[src/rtl/univ_shift_reg_burst.sv]
// Universal shift register: hold/shift/load/rotate/ASR plus an auto-burst right-shift engine.
// Optional build macro SHREG_PARITY_EN adds a registered parity output that always equals ^q.
module univ_shift_reg_burst #(
    parameter int WIDTH = 4,
    parameter int CNT_W = 8
) (
    input  logic             clk,
    input  logic             clr,
    input  logic             en,
    input  logic [2:0]       mode,
    input  logic             serial_in_r,
    input  logic             serial_in_l,
    input  logic [WIDTH-1:0] parallel_in,
    input  logic [CNT_W-1:0] burst_len,
    output logic [WIDTH-1:0] q,
    output logic             serial_out_r,
    output logic             serial_out_l,
    output logic             busy,
`ifdef SHREG_PARITY_EN
    output logic             done,
    output logic             parity
`else
    output logic             done
`endif
);

    // state    | meaning
    // ST_IDLE  | executes mode each enabled cycle; mode 111 accepts a burst
    // ST_BURST | one right shift per enabled cycle until the counter reaches terminal count

    typedef enum logic {
        ST_IDLE  = 1'b0,
        ST_BURST = 1'b1
    } state_t;

    state_t           state;
    logic [CNT_W-1:0] burst_cnt;
    logic [WIDTH-1:0] q_next;

    assign serial_out_r = q[0];
    assign serial_out_l = q[WIDTH-1];

    always_comb begin
        q_next = q;
        if (state == ST_BURST) begin
            q_next = {serial_in_r, q[WIDTH-1:1]};
        end else begin
            case (mode)
                3'b001:  q_next = {serial_in_r, q[WIDTH-1:1]};
                3'b010:  q_next = {q[WIDTH-2:0], serial_in_l};
                3'b011:  q_next = parallel_in;
                3'b100:  q_next = {q[0], q[WIDTH-1:1]};
                3'b101:  q_next = {q[WIDTH-2:0], q[WIDTH-1]};
                3'b110:  q_next = {q[WIDTH-1], q[WIDTH-1:1]};
                default: q_next = q;
            endcase
        end
    end

    always_ff @(posedge clk) begin
        if (clr) begin
            state     <= ST_IDLE;
            q         <= '0;
            burst_cnt <= '0;
            busy      <= 1'b0;
            done      <= 1'b0;
        end else begin
            done <= 1'b0;
            if (en) begin
                q <= q_next;
                case (state)
                    ST_IDLE: begin
                        if (mode == 3'b111) begin
                            if (burst_len != '0) begin
                                burst_cnt <= burst_len;
                                state     <= ST_BURST;
                                busy      <= 1'b1;
                            end else begin
                                done <= 1'b1;
                            end
                        end
                    end
                    ST_BURST: begin
                        burst_cnt <= burst_cnt - 1'b1;
                        if (burst_cnt == CNT_W'(1)) begin
                            state <= ST_IDLE;
                            busy  <= 1'b0;
                            done  <= 1'b1;
                        end
                    end
                    default: state <= ST_IDLE;
                endcase
            end
        end
    end

`ifdef SHREG_PARITY_EN
    always_ff @(posedge clk) begin
        if (clr) begin
            parity <= 1'b0;
        end else if (en) begin
            parity <= ^q_next;
        end
    end
`endif

endmodule
[config.mk]
export PLATFORM = sky130hd
export DESIGN_NAME = univ_shift_reg_burst
export DESIGN_NICKNAME = d
export VERILOG_FILES = /design/src/rtl/univ_shift_reg_burst.sv
export SDC_FILE = /design/constraint.sdc
export NUM_CORES = 1
export LEC_CHECK = 0
export ABC_CLOCK_PERIOD_IN_PS = 1560
export BUFFER_PORTS_ARGS = -buffer_cell sky130_fd_sc_hd__clkbuf_2
export CAP_MARGIN = 10
export CELL_PAD_IN_SITES_DETAIL_PLACEMENT = 1
export CELL_PAD_IN_SITES_GLOBAL_PLACEMENT = 2
export CORE_UTILIZATION = 27
export CTS_CLUSTER_DIAMETER = 50
export DETAILED_ROUTE_END_ITERATION = 12
export PLACE_DENSITY = 0.7
export SKIP_CTS_REPAIR_TIMING = 1
export SYNTH_ARGS = -nofsm -noshare
export SYNTH_HDL_FRONTEND = slang
export SYNTH_SLANG_ARGS = --single-unit
[constraint.sdc]
create_clock -name clk -period 1.56 [get_ports clk]
set_input_delay 0.156 -clock clk [delete_from_list [all_inputs] [get_ports clk]]
set_output_delay 0.156 -clock clk [all_outputs]
set_load 0.01 [all_outputs]
* After elaboration in Yosys (flattened, before gate mapping)
Cells that the tools add are included.
Operators by class: add/sub/neg operators 1, multiplexer cells 17, equality and inequality tests 12, reduce and logical (&&, ||, !) cells 8, bitwise operators 2
Operator list (number):
- 4-bit one-hot mux with 6 select lines | 1
- 8-bit two-way mux | 2
- 8-bit one-hot mux with 2 select lines | 1
- 3-bit == test, second input constant | 4
- 1-bit two-way mux | 9
- 8-bit by 1-bit == test with 1-bit output, second input constant | 1
- 8-bit nonzero test | 1
- 8-bit by 1-bit subtractor with 8-bit output, second input constant | 1
- 7-bit nonzero test | 1
- 3-bit by 2-bit == test with 1-bit output, second input constant | 2
- 2-bit != test, second input constant | 3
- 1-bit one-hot mux with 2 select lines | 3
- 3-bit AND reduction | 2
- 6-bit nonzero test | 1
- 4-bit two-way mux | 1
- 4-bit AND reduction | 1
- 3-bit by 1-bit == test with 1-bit output, second input constant | 1
- 2-bit by 1-bit != test with 1-bit output, second input constant | 1
- 1-bit inverter | 2
- 2-bit AND reduction | 1
- 2-bit OR reduction | 1
Storage, ports and cells: bits of input ports 20, logic and storage cells 46, register bits 15, output and inout port bits 8

* Logic depth before layout (Yosys ltp)
word-level depth 4, gate-level depth with buffers 6, depth with buffers taken out 6

* Worst setup path after synthesis
No wires, ideal clock.
path kind reg2reg, start reg state, end reg q[2], path slack 0.222 ns, data arrival time 1.250 ns, data required time 1.472 ns, clock period less this slack 1.338 ns, stages on the path, launching flop included 4, library setup time 0.088 ns, path buffers 0, path through dfxtp_1 -> or4_1 -> o211a_2 -> a311oi_2
Between the ends: word-level cells in the longest chain between the ends 2, elaborated cells between the ends (all ways) 3, classes of those cells mux (1); reduce/logical (2)
Ends and longest elaborated chain:
- from (decl) | line 36 | state_t state;
- from (signal assigned) | line 62 | state <= ST_IDLE;
- from (signal assigned) | line 76 | state <= ST_BURST;
- from (signal assigned) | line 86 | state <= ST_IDLE;
- 7-bit nonzero test (no source line)
- 2-bit AND reduction (no source line)
- to (signal assigned) | line 70 | q <= q_next;
- to (decl) | line 15 | output logic [WIDTH-1:0] q,
Several ways; a longest one is shown, not always the timed one. A chain may end at the register's enable or synchronous reset.

* Worst setup path after layout
start reg state, end reg q[1]
The elaborated chain is that of the path after synthesis.

==> results.sh <==
export IMPL_postLayoutCellArea_um2=1330
export IMPL_synthFlopType="dfxtp_1"
export IMPL_synth_edf_count=0
export IMPL_avgRoutedWirePerCell_um=15.3
export IMPL_crit_slowest_cell="or4_1"
export IMPL_final_common_cell="clkbuf_2"
export IMPL_ys_ff_latch=15
export IMPL_cp_startpoint="state"
export IMPL_worstPathArrival_ns=1.60
export IMPL_crit_type="flop to flop"
export IMPL_relSlewSlack_pct=70.7
export IMPL_drcViolationCount=0
export IMPL_period_needed_ns=1.43
export IMPL_skew_ns=0.00992
export IMPL_outcome="completed"
export IMPL_ir_drop_mv=0.262
export IMPL_netlist_area_um2=1090
export IMPL_grt_pass1_wl_um=5620
export IMPL_ys_warn_count=0
export IMPL_setup_viol=0
export IMPL_wl_um=3320
export IMPL_ys_types=46
export IMPL_cp_end_kind="flop"
export IMPL_hold_viol=0
export IMPL_cts_tree="yes"
export IMPL_clk_latency_ns=0.26
export IMPL_crit_path_max_fanout=7
export IMPL_maxSlewViolCount=0
export IMPL_synth_seq_area_share_pct=27.6
export IMPL_grt_setup_unrepaired="false"
export IMPL_dr_total_vias=1146
export IMPL_syn_num_nets=161
export IMPL_worstMarginPinSlew_ns=0.439
export IMPL_root_buffer="clkbuf_8"
export IMPL_crit_chain="or4_1 -> o211a_2 -> a311oi_1"
export IMPL_fill_cells=485
export IMPL_drt_iter0_markers=46
export IMPL_cap_violations=0
export IMPL_powerDensity_nw_per_um2=748
export IMPL_cp_start_kind="flop"
export IMPL_postPlaceCellArea_um2=1280
export IMPL_rows=22
export IMPL_coreArea_um2=3770
export IMPL_numPortBuffers=27
export IMPL_syn_avg_cell_area_um2=7.82
export IMPL_clkTransAtPathRegs_ns=0.07
export IMPL_r2r_start="state"
export IMPL_clock_sinks=15
export IMPL_drtPass1Iterations=4
export IMPL_overflow=0
export IMPL_start_util_pct=28.8
export IMPL_ant_nets=0
export IMPL_period_share_pct=91.7
export IMPL_grt_pass1_vias=1138
export IMPL_hp_class="primary input to flop"
export IMPL_critPathRequiredTime_ns=1.73
export IMPL_place_congestion=0.822
export IMPL_grt_usage_pct=17.4
export IMPL_finalPower_w=0.000996
export IMPL_h_tree_depth=1
export IMPL_drive_gt1_share_pct=28.4
export IMPL_antenna_cells=0
export IMPL_critPathMaxStageDelay_ns=0.56
export IMPL_worst_hold_startpoint="serial_in_r"
export IMPL_async_flop_share_pct=0
export IMPL_antenna_found_initial=0
export IMPL_fin_util_pct=35.3
export IMPL_final_cell_mix="27 x clkbuf_2, 15 x dfxtp_1, 14 x nand2_1, 12 x nor2_1, 10 x buf_4"
export IMPL_power_leakage_nw=0.534
export IMPL_grt_max_degree=14
export IMPL_syn2layout_area_growth_pct=22.6
export IMPL_post_dp_hpwl_um=2540
export IMPL_vias_per_cell=5.28
export IMPL_numCtsBuffers=3
export IMPL_nets=192
export IMPL_cts_max_path_buffers=2
export IMPL_setup_tns_ns=0
export IMPL_io_pins=28
export IMPL_fmax_mhz=699
export IMPL_fp_dieArea_um2=4290
export IMPL_syn_inst=139
export IMPL_die_height_um=65.5
export IMPL_fp_dieW_um=65.5
[cell usage after synthesis, drive strengths merged, types with 2 or more instances]
master	count	area, um2
mux2i	3	30.0
dfxtp	15	300
o31ai	2	15.0
nand4	2	12.5
nand3	2	10.0
a311oi	4	41.3
or3	2	12.5
a21o	2	16.3
a211oi	3	27.5
nand2	14	52.6
clkbuf	2	8.75
buf	9	65.1
nand2b	5	31.3
a21oi	8	40.0
nor4	4	55.1
a22oi	2	15.0
o21ai	9	45.0
o22ai	6	37.5
inv	6	22.5
ha	2	25.0
nor2	12	45.0
nor3	8	40.0
[critical path: cells and delay by family (launching register included)]
kind / cells / cell delay, ns
AO/OA/AOI/OAI: 2 / 0.41
flip-flops: 1 / 0.37
AND/OR/NAND/NOR: 1 / 0.56
[final cells by class]
cell class | count | area (um2) | area share, %
timing repair buffer | 37 | 210 | 15.8
tap | 48 | 60.1 | 4.51
clock buffer | 3 | 41.3 | 3.10
inverter | 6 | 22.5 | 1.69
multi-input combinational | 107 | 691 | 51.8
sequential | 15 | 300 | 22.5
clock inverter | 1 | 7.51 | 0.563
[final timing paths]
| check | end | cells after the start | slack, ns |
|---|---|---|---|
| max | q[1] | 3 | 0.13 |
| max reg2reg | q[1] | 3 | 0.13 |
| min reg2reg | burst_cnt[7] | 2 | 0.48 |
| min | q[3] | 3 | 0.21 |
[metal layers]
layer / up-vias / share of wire, % / routed length (um) / track usage (%)
li1: 572 / - / - / -
met1: 551 / 51 / 1680 / 26.1
met2: 18 / 45 / 1500 / 24.7
met3: 5 / 2.7 / 89 / 2.78
met4: 0 / 1.4 / 45 / 5.71
met5: - / 0 / 0 / 0
[stage by stage]
step / hold WS (ns) / setup WS, ns / cells
finish: 0.209 / 0.129 / 217
global route: 0.217 / 0.00361 / 217
CTS: 0.218 / 0.117 / 217
detailed placement: 0.474 / 0.0992 / 213
global placement: 0.477 / 0.124 / 213
floorplan: 0.326 / 0.222 / 139
[kinds of logic (layout without fill, tap and decap cells)]
| logic type | count (synthesis) | after routing | share of synthesized area, % |
|---|---|---|---|
| AO/OA/AOI/OAI | 44 | 44 | 28.3 |
| XOR/XNOR | 1 | 1 | 0.806 |
| adder cells (fa/ha/maj) | 2 | 2 | 2.30 |
| buffers and inverters | 17 | 47 | 8.86 |
| flip-flops | 15 | 15 | 27.6 |
| multiplexers | 3 | 3 | 2.76 |
| AND/OR/NAND/NOR | 57 | 57 | 29.3 |
[report_power, final]
| group | switching [W] | internal, W | total [W] |
|---|---|---|---|
| clock | 0.000164 | 0.000180 | 0.000344 |
| combinational | 0.000133 | 0.0000982 | 0.000231 |
| sequential | 0.0000200 | 0.000402 | 0.000422 |
| total | 0.000316 | 0.000680 | 0.000996 |
[state kept, by name (all words and copies together) (netlist names)]
signal,cells
state,1
busy,1
q,4
burst_cnt,8
done,1
Note: power is estimated with default switching activity, not from simulation.
